[config.mk]
export PLATFORM = sky130hd
export DESIGN_NAME = key_dispatch
export DESIGN_NICKNAME = d
export VERILOG_FILES = /design/src/rtl/key_dispatch.sv
export SDC_FILE = /design/constraint.sdc
export NUM_CORES = 1
export LEC_CHECK = 0
export BUFFER_PORTS_ARGS = -buffer_cell sky130_fd_sc_hd__buf_2
export CORE_MARGIN = 3
export CORE_UTILIZATION = 38
export CTS_CLUSTER_DIAMETER = 40
export CTS_CLUSTER_SIZE = 28
export DETAILED_ROUTE_END_ITERATION = 10
export HOLD_SLACK_MARGIN = 0.02
export PLACE_DENSITY_LB_ADDON = 0.12
export SETUP_SLACK_MARGIN = 0.5
export SLEW_MARGIN = 20
export SYNTH_ARGS = -nofsm -noshare
export SYNTH_HDL_FRONTEND = slang
export SYNTH_SLANG_ARGS = --single-unit
[constraint.sdc]
create_clock -name clk -period 6.4 [get_ports clk]
set_input_delay 0.32 -clock clk [delete_from_list [all_inputs] [get_ports clk]]
set_output_delay 0.32 -clock clk [all_outputs]
set_load 0.01 [all_outputs]
[src/rtl/key_dispatch.sv]
// rtl/key_dispatch.sv - hands out keys from an inclusive range to crack lanes and records the first hit
// The smallest hitting key wins; after a hit, the lanes that are still busy drain before the block goes idle.
module key_dispatch #(
   parameter int KEY_W     = 24,
   parameter int NUM_LANES = 2
) (
   input  logic                       clk,
   input  logic                       rst_n,
   input  logic                       en,
   output logic                       rdy,
   input  logic [KEY_W-1:0]           low_key,
   input  logic [KEY_W-1:0]           high_key,
   output logic [KEY_W-1:0]           key,
   output logic                       key_valid,
   output logic [KEY_W:0]             keys_tried,
   output logic [NUM_LANES-1:0]       w_en,
   output logic [NUM_LANES*KEY_W-1:0] w_key,
   input  logic [NUM_LANES-1:0]       w_rdy,
   input  logic [NUM_LANES-1:0]       w_done,
   input  logic [NUM_LANES-1:0]       w_hit
);

   typedef enum logic [1:0] {IDLE, RUN, DRAIN} state_t;

   localparam logic [KEY_W:0] ONE = {{KEY_W{1'b0}}, 1'b1};

   state_t               state, state_nx;
   logic [KEY_W-1:0]     high_r;
   logic [KEY_W:0]       next_key;
   logic [NUM_LANES-1:0] busy;

   logic [NUM_LANES-1:0] done_v, hit_v, issue_v;
   logic                 hit_any, in_range, found;
   logic [KEY_W-1:0]     hit_key;
   logic [KEY_W:0]       done_cnt;

   // next_key carries an extra bit so a range ending at all-ones stops instead of wrapping
   always_comb begin
      done_v   = w_done & busy;
      hit_v    = (state == RUN) ? (done_v & w_hit) : '0;
      hit_any  = 1'b0;
      hit_key  = '0;
      done_cnt = '0;
      for (int i = 0; i < NUM_LANES; i++) begin
         if (done_v[i])
            done_cnt = done_cnt + ONE;
         if (hit_v[i] && (!hit_any || (w_key[i*KEY_W +: KEY_W] < hit_key))) begin
            hit_any = 1'b1;
            hit_key = w_key[i*KEY_W +: KEY_W];
         end
      end

      in_range = (next_key <= {1'b0, high_r});
      issue_v  = '0;
      found    = 1'b0;
      if ((state == RUN) && in_range && !hit_any) begin
         for (int i = 0; i < NUM_LANES; i++) begin
            if (!found && w_rdy[i] && !busy[i]) begin
               issue_v[i] = 1'b1;
               found      = 1'b1;
            end
         end
      end

      state_nx = state;
      case (state)
         IDLE:    if (en) state_nx = RUN;
         RUN:     if (hit_any) state_nx = DRAIN;
                  else if (!in_range && (busy == '0)) state_nx = IDLE;
         DRAIN:   if (busy == '0) state_nx = IDLE;
         default: state_nx = IDLE;
      endcase
   end

   assign rdy = (state == IDLE);

   always_ff @(posedge clk or negedge rst_n) begin
      if (!rst_n) begin
         state      <= IDLE;
         high_r     <= '0;
         next_key   <= '0;
         busy       <= '0;
         w_en       <= '0;
         w_key      <= '0;
         key        <= '0;
         key_valid  <= 1'b0;
         keys_tried <= '0;
      end else begin
         state      <= state_nx;
         w_en       <= issue_v;
         busy       <= (busy & ~done_v) | issue_v;
         keys_tried <= keys_tried + done_cnt;
         if (|issue_v)
            next_key <= next_key + ONE;
         for (int i = 0; i < NUM_LANES; i++)
            if (issue_v[i])
               w_key[i*KEY_W +: KEY_W] <= next_key[KEY_W-1:0];
         if (hit_any) begin
            key       <= hit_key;
            key_valid <= 1'b1;
         end
         if ((state == IDLE) && en) begin
            high_r     <= high_key;
            next_key   <= {1'b0, low_key};
            key        <= '0;
            key_valid  <= 1'b0;
            keys_tried <= '0;
         end
      end
   end

endmodule

# ---- Word level (Yosys, flattened, before mapping)
# Cells that the tools add are included.
dict set report classes {
  add_sub_neg 3
  n_lt_le_gt_ge 2
  eq_ne 5
  n_mux 23
  bitwise_logic 5
  n_reduce_logical 21
}
# operator count
set ops {}
lappend ops {{$mux W24} 4}
lappend ops {{$mux W25} 3}
lappend ops {{$add A25 B1 Y25 const B} 1}
lappend ops {{$add A25 B25 Y25} 1}
lappend ops {{$le A25 B24 Y1} 1}
lappend ops {{$lt A24 B24 Y1} 1}
lappend ops {{$mux W2} 7}
lappend ops {{$logic_and A1 B1 Y1} 8}
lappend ops {{$mux W1} 8}
lappend ops {{$and A2 B2 Y2} 3}
lappend ops {{$logic_not A1 Y1} 6}
lappend ops {{$pmux W2 S3} 1}
lappend ops {{$logic_not A2 Y1} 2}
lappend ops {{$ne A2 B2 Y1 const B} 2}
lappend ops {{$reduce_bool A2 Y1} 2}
lappend ops {{$ne A3 B2 Y1 const B} 1}
lappend ops {{$reduce_and A3 Y1} 1}
lappend ops {{$add A1 B1 Y2 const B} 1}
lappend ops {{$eq A2 B1 Y1 const B} 1}
lappend ops {{$eq A2 B2 Y1 const B} 1}
lappend ops {{$not A2 Y2} 1}
lappend ops {{$or A2 B2 Y2} 1}
lappend ops {{$reduce_or A2 Y1} 1}
lappend ops {{$logic_or A1 B1 Y1} 1}
dict set report word_totals {
  register_bits 153
  input_bits 57
  output_inout_bits 101
}

# ---- Depth between registers and ports, before layout
# Gate-level depths: netlist (run 1).
dict set report logic_depth {
  depth_word 19
  depth_mapped 15
  ltp_nobuf 12
}

# ---- Worst setup path before layout (run 1)
# No wires, ideal clock.
dict set report synth_path {
  kind {register -> register}
  start {register state[1]}
  end {register key[10]}
  t_arrival_ps 3297
  required_ps 6333
  path_slack_ps 3037
  stages_incl_launch_ff 16
  n_path_buf 3
  path_cell_list {dfrtp_1 > and4b_1 > and2_1 > clkbuf_1 > clkbuf_1 > nand2_1 > ha_1 > a21o_1 > a21o_1 > a221oi_1 > o31ai_1 > a41o_1 > a21oi_1 > clkbuf_1 > a22oi_1 > nand2_1}
}
dict set report synth_via {
  elab_chain_len 9
  word_cells_on_any_way 15
  classes_between {order compare (1); eq/ne (1); mux (7); reduce/logical (6)}
}
# element line_no
set synth_rtl {}
lappend synth_rtl {{start: declaration} 27} ;# state_t state, state_nx;
lappend synth_rtl {{start signal: assignment} 89} ;# state <= state_nx;
lappend synth_rtl {{$eq A2 B1 Y1} 40} ;# hit_v = (state == RUN) ? (done_v & w_hit) : '0;
lappend synth_rtl {{$mux W2} 40}
lappend synth_rtl {{$mux W24 or $mux W1 (tied branches)} 47} ;# if (hit_v[i] && (!hit_any || (w_key[i*KEY_W +: KEY_W] < hit_key))) begin
lappend synth_rtl {{$lt A24 B24 Y1 or $logic_not A1 Y1 (tied branches)} 47}
lappend synth_rtl {{$logic_or A1 B1 Y1} 47}
lappend synth_rtl {{$logic_and A1 B1 Y1} 47}
lappend synth_rtl {{$mux W24} 47}
lappend synth_rtl {{$mux W24} 98} ;# if (hit_any) begin
lappend synth_rtl {{$mux W24} 102} ;# if ((state == IDLE) && en) begin
lappend synth_rtl {{end signal: assignment} 99} ;# key <= hit_key;
lappend synth_rtl {{end: declaration} 13} ;# output logic [KEY_W-1:0] key,
# Parallel ways exist; a longest one is shown, timed or not. The select of a mux whose other input is x is not followed.
# A chain may end at the register's enable or synchronous reset.

# ---- Worst setup path after layout (run 1)
dict set report layout_path {
  start {register state[1]}
  end {register key[22]}
}
# The elaborated chain is that of the path after synthesis.

==> results of run 1 <==
[through the flow]
step / util [%] / setup slack [ns] / cell area [µm²] / std cells
after floorplan: - / 3.04 / 7770 / 769
after global placement: 44.5 / 2.11 / 8800 / 1166
after detailed placement: 44.5 / 2.15 / 8810 / 1166
after CTS: 47.5 / 2.11 / 9390 / 1199
after global routing: 47.5 / 1.86 / 9400 / 1199
final: 47.5 / 2.21 / 9400 / 1199
[flip-flops by register name, indices dropped and copies added, names as in the netlist]
name	cells
high_r	24
key	24
busy	2
keys_tried	25
w_key	48
key_valid	1
next_key	25
w_en	2
state	2
[where the power goes]
part | internal, µW | switching (µW) | total [µW] | leakage (µW)
clock network | 558 | 426 | 984 | 0.000264
logic | 808 | 974 | 1780 | 0.00238
registers | 1330 | 405 | 1740 | 0.00193
[logic make-up after synthesis]
family,count (synthesis),synth area share (%)
compound gates,135,11.1
simple gates,271,15.9
flops,153,49.3
buf+inv,68,3.61
xor+xnor,41,4.62
fa+ha+maj,52,8.47
mux,49,7.08
[critical path, stage by stage, from the launching register on]
cell and delay (ns):
sky130_fd_sc_hd__dfrtp_1 0.40, sky130_fd_sc_hd__and4b_1 0.33, sky130_fd_sc_hd__and2_1 0.79, sky130_fd_sc_hd__nand2_1 0.12, sky130_fd_sc_hd__ha_1 0.32, sky130_fd_sc_hd__a21o_1 0.16
sky130_fd_sc_hd__a2111oi_0 0.45, sky130_fd_sc_hd__o21ai_0 0.23, sky130_fd_sc_hd__a41o_1 0.32, sky130_fd_sc_hd__o21a_1 0.53, sky130_fd_sc_hd__a222oi_1 0.36, sky130_fd_sc_hd__inv_1 0.06
[how the worst max path moves through the flow]
| stage | end | slack, ns | cells after the start |
|---|---|---|---|
| CTS | key[22] | 2.11 | 11 |
| global route | key[22] | 1.86 | 12 |
| floorplan | key[10] | 3.04 | 15 |
| finish | key[22] | 2.21 | 11 |
| detailed placement | key[22] | 2.15 | 11 |
| global placement | key[22] | 2.11 | 11 |
[layout make-up]
class	instances	area (µm²)	area share, %
Clock inverter	13	120	1.28
Clock buffer	19	453	4.82
Timing Repair Buffer	163	843	8.97
Tap cell	265	332	3.53
Sequential cell	153	3830	40.7
Inverter	38	143	1.52
Multi-Input combinational cell	548	3680	39.2
[cells in the mapped netlist, drive strengths merged, types with 9 or more instances]
cell,count
nand3,25
xnor2,17
and2,9
mux2,48
dfrtp,153
nand4,21
o21ai,44
nor2,48
and3,14
inv,38
a21o,14
xor2,24
clkbuf,25
a22oi,23
ha,51
nand2,130
a21oi,32
[layer usage]
layer / global-route usage, % / up-vias / share of wire (%)
met5: 0 / - / 0.034
met4: 4.49 / 2 / 1.2
met3: 5.10 / 17 / 6.0
met2: 29.5 / 139 / 44
met1: 28.2 / 2908 / 48
li1: - / 2992 / -
[timing repair]
| item | 4_1_cts | 5_1_grt |
|---|---|---|
| hold buffers | 1 | 0 |
| endpoints found under the hold margin | 74 | 0 |
| gates resized for setup | 0 | 0 |
==> Implementation_results.wiki, run 1 <==
{| class="wikitable"
! Metric !! Value
|-
| Final worst hold slack || 0.0914 ns
|-
| Ant. Diodes || 0
|-
| Syn Area/Cell || 10.1 µm²
|-
| Antenna violations before repair || 1
|-
| Synthesized area || 7770 µm²
|-
| Clock transition at the registers of the reported paths || 0.07 ns
|-
| Hold depth || 3
|-
| Origin of the worst setup path || state[1]
|-
| Die Footprint || 22,200 µm²
|-
| Core area || 19,800 µm²
|-
| WHS Endpoint || high_r[14]
|-
| Total setup violations reported at the end of the flow || 0
|-
| Unrepaired setup endpoints after global routing || false
|-
| Area growth from synthesis to final layout || 21.0%
|-
| Number of buffers created by CTS || 17
|-
| Residual DRC count || 0
|-
| WP data arrival || 4.50 ns
|-
| Worst hold-check path type || in2reg
|-
| Root Buffer || sky130_fd_sc_hd__clkbuf_16
|-
| Worst Max-Slew Pin Slew || 0.972 ns
|-
| Height of the die || 149 µm
|-
| P_leak || 0.00457 µW
|-
| Wire length of the first global-routing pass || 34.0 mm
|-
| Start of the worst register-to-register path || state[1]
|-
| Share of synthesized registers carrying an async set or reset || 100%
|-
| Total number of nets in the final design || 1,030
|-
| Post-route setup TNS || 0 ns
|-
| Power density normalized to cell area || 479 nW/µm²
|-
| Avg Vias per Cell || 5.05
|-
| Clock tree from TritonCTS || built
|-
| Number of library cell types mapped by synthesis || 46
|-
| Final worst clock skew || 0.00924 ns
|-
| Setup slack of the most critical reg-to-reg path || 2.21 ns
|-
| Vias in the first global route || 6,135
|-
| H-tree depth || 4
|-
| Final min period || 4.19 ns
|-
| Leading cell types in the layout, fill and taps excluded || sky130_fd_sc_hd__buf_2 (156), sky130_fd_sc_hd__dfrtp_1 (153), sky130_fd_sc_hd__nand2_1 (130), sky130_fd_sc_hd__ha_1 (51)
|-
| Number of input and output port buffers inserted || 157
|-
| Post-CTS Repair Setup Buffers || 0
|-
| Area contributors post-synth || sky130_fd_sc_hd__dfrtp_1 (49%), sky130_fd_sc_hd__ha_1 (8.2%), sky130_fd_sc_hd__mux2_2 (6.8%), sky130_fd_sc_hd__nand2_1 (6.3%), sky130_fd_sc_hd__o21ai_0 (2.8%)
|-
| Final count of pins violating max slew || 0
|-
| Detail Placement HPWL || 15.0 mm
|-
| Per-cell routed wire length || 17.3 µm
|-
| Data required time at the worst endpoint || 6.72 ns
|-
| Final hold violation count || 0
|-
| Most common library cell in the layout ignoring fill and taps || sky130_fd_sc_hd__buf_2
|-
| Count of yosys warnings during synthesis || 0
|-
| Worst setup EP type || flop
|-
| Top cell type's share of synthesized area || 49.3%
|-
| Layout cell share with drive strength beyond 1 || 26.3%
|-
| Num ports || 158
|-
| Top achievable clock speed || 239 MHz
|-
| Kind of start point of the critical path || flop
|-
| Launch point of the worst hold path || high_key[14]
|-
| Maximum clock insertion buffer count || 2
|-
| Dominant synthesized flop cell || sky130_fd_sc_hd__dfrtp_1
|-
| Clock Latency Late Sink || 0.43 ns
|-
| Total overflow reported by the global router || 0
|-
| Total of flip-flops plus latches after synthesis || 153
|-
| Number of DRC violations after detailed-routing iteration 0 || 337
|-
| Number of enable flip-flop cells after synthesis || 0
|-
| Reported max-cap violation count || 0
|-
| CTS sink count || 153
|-
| Cell depth of the worst flop-to-flop path || 11
|-
| Synthesized instance count || 769
|-
| Path type of the worst setup path || reg2reg
|-
| Portion of the post-synthesis area used by sequential elements || 49.3%
|-
| Die width || 149 µm
|-
| Critical path peak fanout || 25
|-
| Worst voltage drop across the vdd grid || 237 µV
|-
| Max-slew headroom || 35.2%
|-
| Total routing resource utilization after global routing || 19.5%
|-
| Via Count || 6,058
|-
| Count of standard-cell rows || 51
|-
| Final wirelength || 20.8 mm
|-
| Total nets after synthesis || 878
|-
| Worst reg2reg endpoint || key[22]
|-
| Remaining antenna violation count || 0
|-
| Number of detailed-routing iterations run before antenna repair || 5
|-
| Post-synth top area cell || sky130_fd_sc_hd__dfrtp_1
|-
| Starting density of the core || 39.3%
|-
| Pin count of the biggest net entering global routing || 98
|-
| Portion of the clock cycle consumed by the worst path in the final layout || 65.4%
|-
| Run status || completed
|-
| Sum of internal, switching and leakage power || 4500 µW
|-
| Fillers || 1,948
|-
| Routability Congestion || 0.847
|}
Note: power is estimated with default switching activity, not from simulation.
==> inputs of run 2 (changes only) <==
clock period = 4.2 ns   (was 6.4 ns; I/O delays follow)
==> Implementation_results.wiki, run 2 (synthesis results as in run 1) <==
{| class="wikitable"
! Metric !! Value
|-
| Run status || completed
|-
| Proportion of total power due to net switching || 38.6% (-1.5 points)
|-
| Critical path's top delay family || compound AO/OA/AOI/OAI gates
|-
| Num ports || 158 (unchanged)
|-
| Placement Cell Area || 8850 µm² (+0.40%)
|-
| Fillers || 1,918 (-1.5%)
|-
| Worst hold-check path type || in2reg
|-
| Number of detailed-routing iterations run before antenna repair || 4 (-1)
|-
| Height of the die || 149 µm (unchanged)
|-
| Most common library cell in the layout ignoring fill and taps || sky130_fd_sc_hd__buf_2
|-
| Maximum clock insertion buffer count || 2 (unchanged)
|-
| Starting density of the core || 39.3% (unchanged)
|-
| Final worst clock skew || 0.0124 ns (+0.00320 ns)
|-
| Combinational cell fraction of total power || 39.2% (-0.4 points)
|-
| Start of the worst register-to-register path || state[1]
|-
| Reported max-cap violation count || 0 (unchanged)
|-
| Worst setup EP type || flop
|-
| Detail Placement HPWL || 15.1 mm (+0.32%)
|-
| Clock Latency Late Sink || 0.42 ns (about the same)
|-
| Sequential cell area || 3830 µm² (unchanged)
|-
| Number of flip-flops under the largest register name || 48 (unchanged)
|-
| WP data arrival || 3.72 ns (-0.78 ns)
|-
| Root Buffer || sky130_fd_sc_hd__clkbuf_16
|-
| CTS sink count || 153 (unchanged)
|-
| Die Footprint || 22,200 µm² (unchanged)
|-
| Total stage count of the critical path || 12 (+1)
|-
| Post-route design area || 9730 µm² (+3.5%)
|-
| Post-route setup TNS || 0 ns (unchanged)
|-
| Ant. Diodes || 0 (unchanged)
|-
| Final hold violation count || 0 (unchanged)
|-
| Post-CTS Repair Setup Buffers || 0 (unchanged)
|-
| Per-cell routed wire length || 16.8 µm (-2.7%)
|-
| Unrepaired setup endpoints after global routing || false
|-
| Sum of internal, switching and leakage power || 6920 µW (+54%)
|-
| Remaining antenna violation count || 0 (unchanged)
|-
| Power density normalized to cell area || 711 nW/µm² (+48%)
|-
| Global routing met1 resource utilization || 27.4% (-0.80 points)
|-
| Number of standard cells in the final layout excluding fillers || 1,231 (+2.7%)
|-
| Kind of start point of the critical path || flop
|-
| Total overflow reported by the global router || 0 (unchanged)
|-
| Final min period || 3.41 ns (-0.774 ns)
|-
| Hold depth || 3 (unchanged)
|-
| Data required time at the worst endpoint || 4.50 ns (-2.22 ns)
|-
| Worst Max-Slew Pin Slew || 1.11 ns (+0.141 ns)
|-
| P_leak || 0.00473 µW (+3.5%)
|-
| Final wirelength || 20.7 mm (-0.13%)
|-
| Worst voltage drop across the vdd grid || 438 µV (+85%)
|-
| Portion of the clock cycle consumed by the worst path in the final layout || 81.3% (+16 points)
|-
| Total routing resource utilization after global routing || 19.4% (-0.13 points)
|-
| Launch point of the worst hold path || low_key[5]
|-
| Combined area of the multi-input logic cells || 3670 µm² (-0.31%)
|-
| Delay of the slowest cell on the worst path || 0.43 ns (-0.36 ns)
|-
| Via Count || 6,185 (+2.1%)
|-
| Cell Chain, Critical Path || and4b_1 > and2_1 > buf_4 > nand2_1 > ha_1 > a21o_1 > a2111oi_0 > o21ai_0 > a41o_1 > o21a_2 > a222oi_1 > inv_1
|-
| Critical path buffers and inverters || 2 (+1)
|-
| Most flops, register || w_key
|-
| Clock transition at the registers of the reported paths || 0.06 ns (about the same)
|-
| Utilization after layout || 49.2% (+1.7 points)
|-
| Leading registers by flop count || w_key (48), keys_tried (25), next_key (25)
|-
| Placed Cells || 1,170 (+0.34%)
|-
| Cell depth of the worst flop-to-flop path || 12 (+1)
|-
| Number of DRC violations after detailed-routing iteration 0 || 265 (-21%)
|-
| Leading cell types in the layout, fill and taps excluded || sky130_fd_sc_hd__buf_2 (156), sky130_fd_sc_hd__dfrtp_1 (153), sky130_fd_sc_hd__nand2_1 (130), sky130_fd_sc_hd__ha_1 (51)
|-
| H-tree depth || 4 (unchanged)
|-
| Busiest layer in global routing || met2
|-
| Cell at the slowest stage of the critical path || sky130_fd_sc_hd__a2111oi_0
|-
| Residual DRC count || 0 (unchanged)
|-
| Switching pwr || 2670 µW (+48%)
|-
| Number of buffers created by CTS || 17 (unchanged)
|-
| Origin of the worst setup path || state[1]
|-
| Die width || 149 µm (unchanged)
|-
| Routability Congestion || 0.815 (-3.8%)
|-
| Clock tree from TritonCTS || built
|-
| Max-slew headroom || 25.7% (-9.4 points)
|-
| Fraction of power consumed by the clock network || 22.4% (+0.6 points)
|-
| Met2 track demand over resource in global routing || 30.5% (+1.0 points)
|-
| Total setup violations reported at the end of the flow || 0 (unchanged)
|-
| Top achievable clock speed || 293 MHz (+23%)
|-
| Core area || 19,800 µm² (unchanged)
|-
| Total number of nets in the final design || 1,062 (+3.1%)
|-
| Number of input and output port buffers inserted || 157 (unchanged)
|-
| Met3 usage || 3.49% (-1.6 points)
|-
| Internal power summed over all cells || 4250 µW (+57%)
|-
| Proportion of power drawn by flip-flops and latches || 38.5% (about the same)
|-
| Final count of pins violating max slew || 0 (unchanged)
|-
| Vias in the first global route || 6,235 (+1.6%)
|-
| Count of standard-cell rows || 51 (unchanged)
|-
| Wire length of the first global-routing pass || 33.8 mm (-0.55%)
|-
| Critical path peak fanout || 24 (-4.0%)
|-
| Pin count of the biggest net entering global routing || 81 (-17%)
|-
| Layout cell share with drive strength beyond 1 || 25.4% (-0.98 points)
|-
| Path type of the worst setup path || reg2reg
|-
| Avg Vias per Cell || 5.02 (-0.56%)
|-
| Area growth from synthesis to final layout || 25.2%
|-
| Antenna violations before repair || 0 (-1)
|}
==> run 2: cell types whose count changed in the layout (fill, tap and decap cells not counted), moves of 2 or more <==
cell                            change
sky130_fd_sc_hd__buf_4              +4
sky130_fd_sc_hd__dlygate4sd3_1     +28
sky130_fd_sc_hd__inv_6              -3
sky130_fd_sc_hd__clkbuf_1           +6
sky130_fd_sc_hd__clkinvlp_4         -5
sky130_fd_sc_hd__bufinv_16          +2
==> run 2: power by group through the flow <==
stage,logic [µW],registers (µW),clock network [µW]
final,2710,2660,1550
after CTS,2750,2670,1590
after floorplan,1770,2610,0
after global placement,2680,2690,0
after detailed placement,2710,2690,0
after global routing,3080,2750,1650
==> run 2: path summary, 6_finish.rpt <==
kind	endpoint	slack (ns)
min	next_key[5]	0.04
max reg2reg	key[22]	0.79
min reg2reg	key[1]	0.49
max in group asynchronous	state[0]	2.96
max	key[22]	0.79
min in group asynchronous	key[4]	0.39
==> run 2: worst reg2reg max path: cells and delay by family, from the launching register on <==
kind                     cells  cell delay (ns)
AO/OA/AOI/OAI                6             1.77
adder cells (fa/ha/maj)      1             0.29
buffers and inverters        2             0.24
flip-flops                   1             0.40
AND/OR/NAND/NOR              3             0.61
==> run 2: cell type report <==
class,instances,area share [%]
Tap cell,265,3.41
Multi-Input combinational cell,548,37.7
Timing Repair Buffer,195,11.9
Sequential cell,153,39.4
Clock buffer,25,4.89
Inverter,38,1.47
Clock inverter,7,1.20
==> run 2: metrics by stage <==
| step | setup slack, ns | hold WS (ns) |
|---|---|---|
| global placement | 0.708 | 0.303 |
| detailed placement | 0.582 | 0.308 |
| CTS | 0.582 | 0.0229 |
| floorplan | 0.837 | -0.0856 |
| global route | 0.585 | 0.0362 |
| finish | 0.786 | 0.0353 |
==> run 2: repair_timing <==
action	in CTS	in global routing
resized for setup	0	1
endpoints found under the setup margin	0	8
hold buffers	29	0
endpoints found under the hold margin	107	0
==> run 2: routing by layer <==
layer / part of all wire, % / wire length (µm)
met3: 4.5 / 940
met1: 48 / 9940
met2: 46 / 9520
met5: 0 / 0
met4: 1.6 / 327
==> inputs of run 3 (changes only) <==
clock period = 3.16 ns   (was 4.2 ns; I/O delays follow)
==> Implementation_results.wiki, run 3 (synthesis results as in run 1) <==
{| class="wikitable"
! Metric !! Value
|-
| CTS sink count || 153 (unchanged)
|-
| Sum of internal, switching and leakage power || 11,000 µW (+59%)
|-
| Internal power summed over all cells || 6730 µW (+58%)
|-
| Critical path peak fanout || 7 (-71%)
|-
| Number of buffers created by CTS || 17 (unchanged)
|-
| Power density normalized to cell area || 983 nW/µm² (+38%)
|-
| Number of flip-flops under the largest register name || 48 (unchanged)
|-
| Most flops, register || w_key
|-
| Detail Placement HPWL || 15.6 mm (+3.3%)
|-
| Max-slew headroom || 37.0% (+11 points)
|-
| P_leak || 0.00542 µW (+15%)
|-
| Final count of pins violating max slew || 0 (unchanged)
|-
| Maximum clock insertion buffer count || 2 (unchanged)
|-
| Setup slack of the most critical reg-to-reg path || 0.09 ns (-0.70 ns)
|-
| Count of standard-cell rows || 51 (unchanged)
|-
| Critical path's top delay family || compound AO/OA/AOI/OAI gates
|-
| Most common library cell in the layout ignoring fill and taps || sky130_fd_sc_hd__buf_2
|-
| Combined area of the multi-input logic cells || 4230 µm² (+15%)
|-
| Worst voltage drop across the vdd grid || 503 µV (+15%)
|-
| WP data arrival || 3.38 ns (-0.34 ns)
|-
| Per-cell routed wire length || 18.0 µm (+7.2%)
|-
| Portion of the clock cycle consumed by the worst path in the final layout || 97.2% (+16 points)
|-
| Wire length of the first global-routing pass || 36.0 mm (+6.6%)
|-
| Worst hold-check path type || in2reg
|-
| Leading cell types in the layout, fill and taps excluded || sky130_fd_sc_hd__buf_2 (156), sky130_fd_sc_hd__dfrtp_1 (152), sky130_fd_sc_hd__nand2_1 (115), sky130_fd_sc_hd__mux2_4 (47), sky130_fd_sc_hd__ha_1 (46)
|-
| Routability Congestion || 0.861 (+5.6%)
|-
| Clock tree from TritonCTS || built
|-
| Die width || 149 µm (unchanged)
|-
| Total routing resource utilization after global routing || 20.7% (+1.3 points)
|-
| Layout cell share with drive strength beyond 1 || 34.8% (+9.4 points)
|-
| Final hold violation count || 0 (unchanged)
|-
| Combinational cell fraction of total power || 50.2% (+11 points)
|-
| Unrepaired setup endpoints after global routing || true
|-
| Final worst clock skew || 0.0101 ns (-0.00236 ns)
|-
| Reported max-cap violation count || 0 (unchanged)
|-
| Fillers || 1,760 (-8.2%)
|-
| Final wirelength || 23.5 mm (+13%)
|-
| Number of DRC violations after detailed-routing iteration 0 || 304 (+15%)
|-
| Leading registers by flop count || w_key (48), keys_tried (25), next_key (25)
|-
| Number of input and output port buffers inserted || 157 (unchanged)
|-
| Sequential cell area || 3830 µm² (about the same)
|-
| Root Buffer || sky130_fd_sc_hd__clkbuf_16
|-
| Placement Cell Area || 9150 µm² (+3.4%)
|-
| Height of the die || 149 µm (unchanged)
|-
| Post-route setup TNS || 0 ns (unchanged)
|-
| Total setup violations reported at the end of the flow || 0 (unchanged)
|-
| Die Footprint || 22,200 µm² (unchanged)
|-
| Clock Latency Late Sink || 0.42 ns (about the same)
|-
| Pin count of the biggest net entering global routing || 91 (+12%)
|-
| Delay of the slowest cell on the worst path || 0.37 ns (-0.06 ns)
|-
| Fraction of power consumed by the clock network || 18.5% (-3.9 points)
|-
| Antenna violations before repair || 0 (unchanged)
|-
| H-tree depth || 4 (unchanged)
|-
| Critical path buffers and inverters || 3 (+1)
|-
| Area growth from synthesis to final layout || 43.6%
|-
| Worst Max-Slew Pin Slew || 0.942 ns (-0.170 ns)
|-
| Kind of start point of the critical path || flop
|-
| Top achievable clock speed || 325 MHz (+11%)
|-
| Post-route design area || 11,200 µm² (+15%)
|-
| Ant. Diodes || 0 (unchanged)
|-
| Residual DRC count || 0 (unchanged)
|-
| Starting density of the core || 39.3% (unchanged)
|-
| Number of detailed-routing iterations run before antenna repair || 4 (unchanged)
|-
| Switching pwr || 4240 µW (+59%)
|-
| Num ports || 158 (unchanged)
|-
| Data required time at the worst endpoint || 3.47 ns (-1.03 ns)
|-
| Avg Vias per Cell || 5.13 (+2.1%)
|-
| Worst setup EP type || flop
|-
| Proportion of power drawn by flip-flops and latches || 31.2% (-7.3 points)
|-
| Core area || 19,800 µm² (unchanged)
|-
| Final min period || 3.07 ns (-0.341 ns)
|-
| Remaining antenna violation count || 0 (unchanged)
|-
| Path type of the worst setup path || reg2reg
|-
| Clock transition at the registers of the reported paths || 0.06 ns (about the same)
|-
| Cell at the slowest stage of the critical path || sky130_fd_sc_hd__dfrtp_1
|-
| Cell Chain, Critical Path || and4b_2 > and2_4 > buf_6 > buf_12 > nand2_1 > ha_1 > a21oi_2 > o21ai_1 > a221oi_2 > o31ai_2 > a41o_1 > o21a_4 > a222oi_1 > inv_1
|-
| Run status || completed
|-
| Utilization after layout || 56.4% (+7.2 points)
|-
| Final worst hold slack || 0.0313 ns (-0.00399 ns)
|-
| Total overflow reported by the global router || 0 (unchanged)
|-
| Total number of nets in the final design || 1,133 (+6.7%)
|-
| Proportion of total power due to net switching || 38.7% (+0.071 points)
|-
| Via Count || 6,668 (+7.8%)
|-
| Vias in the first global route || 6,544 (+5.0%)
|}
## run 3: cell types whose count changed in the layout (fill, tap and decap cells not counted), moves of 8 or more
cell	previous run	this run
sky130_fd_sc_hd__mux2_4	0	47
sky130_fd_sc_hd__mux2_2	47	1
sky130_fd_sc_hd__buf_4	8	28
sky130_fd_sc_hd__buf_6	1	20
sky130_fd_sc_hd__nand2_1	130	115
sky130_fd_sc_hd__o21ai_0	44	29
sky130_fd_sc_hd__dlygate4sd3_1	29	43
sky130_fd_sc_hd__o21ai_1	0	14
sky130_fd_sc_hd__nand2_2	0	11
sky130_fd_sc_hd__buf_12	1	11
sky130_fd_sc_hd__nand3_1	25	17
sky130_fd_sc_hd__nand3_2	0	8
## run 3: metrics by stage
| stage | cells | worst slack (ns) |
|---|---|---|
| after floorplan | 769 | -0.0242 |
| after global placement | 1194 | 0.0614 |
| after detailed placement | 1194 | -0.0103 |
| after CTS | 1282 | 0.108 |
| after global routing | 1300 | -0.0538 |
| final | 1300 | 0.0873 |
## run 3: path summary, 6_finish.rpt
path | to | from | depth (start not counted)
min in group asynchronous | key[6] | rst_n | 2
max | key[22] | state[1] | 14
min | next_key[12] | low_key[12] | 3
max reg2reg | key[22] | state[1] | 14
max in group asynchronous | w_key[47] | rst_n | 3
min reg2reg | key[2] | key[2] | 2
## run 3: power groups by stage
stage                     clock network [µW]  registers [µW]  logic (µW)
after CTS                               2060            3390        4510
after global routing                    2150            3520        6010
after global placement                     0            3410        4110
final                                   2030            3430        5510
after detailed placement                   0            3410        4150
after floorplan                            0            3480        2430
## run 3: layout make-up
cell class | instances | area share [%]
timing repair buffer | 266 | 18.4
clock inverter | 7 | 0.830
sequential | 153 | 34.3
tap | 265 | 2.97
clock buffer | 23 | 4.28
inverter | 38 | 1.28
multi-input combinational | 548 | 37.9
## run 3: layer usage
layer  share of wire [%]  vias to the layer above  track usage, %  wire (µm)
li1                    -                     3198               -          -
met1                  47                     3278            29.3      11000
met2                  47                      165            32.7      11000
met3                 4.2                       27            3.34        994
met4                 2.0                        0            6.41        461
met5                   0                        -               0          0
## run 3: timing repair
item / in CTS / in global routing
buffers inserted: 12 / 13
endpoints found under the setup margin: 95 / 106
hold endpoints to repair: 105 / 0
cloned: 3 / 5
pin swaps: 12 / 23
gates resized for setup: 34 / 126
hold buffers: 43 / 0
## run 3: worst reg2reg max path, cell delays in order (launching register included)
cell and delay, ns:
sky130_fd_sc_hd__dfrtp_1 0.37, sky130_fd_sc_hd__and4b_2 0.31, sky130_fd_sc_hd__and2_4 0.18, sky130_fd_sc_hd__buf_6 0.10, sky130_fd_sc_hd__buf_12 0.11, sky130_fd_sc_hd__nand2_1 0.06
sky130_fd_sc_hd__ha_1 0.32, sky130_fd_sc_hd__a21oi_2 0.13, sky130_fd_sc_hd__o21ai_1 0.10, sky130_fd_sc_hd__a221oi_2 0.33, sky130_fd_sc_hd__o31ai_2 0.12, sky130_fd_sc_hd__a41o_1 0.26
sky130_fd_sc_hd__o21a_4 0.25, sky130_fd_sc_hd__a222oi_1 0.25, sky130_fd_sc_hd__inv_1 0.07
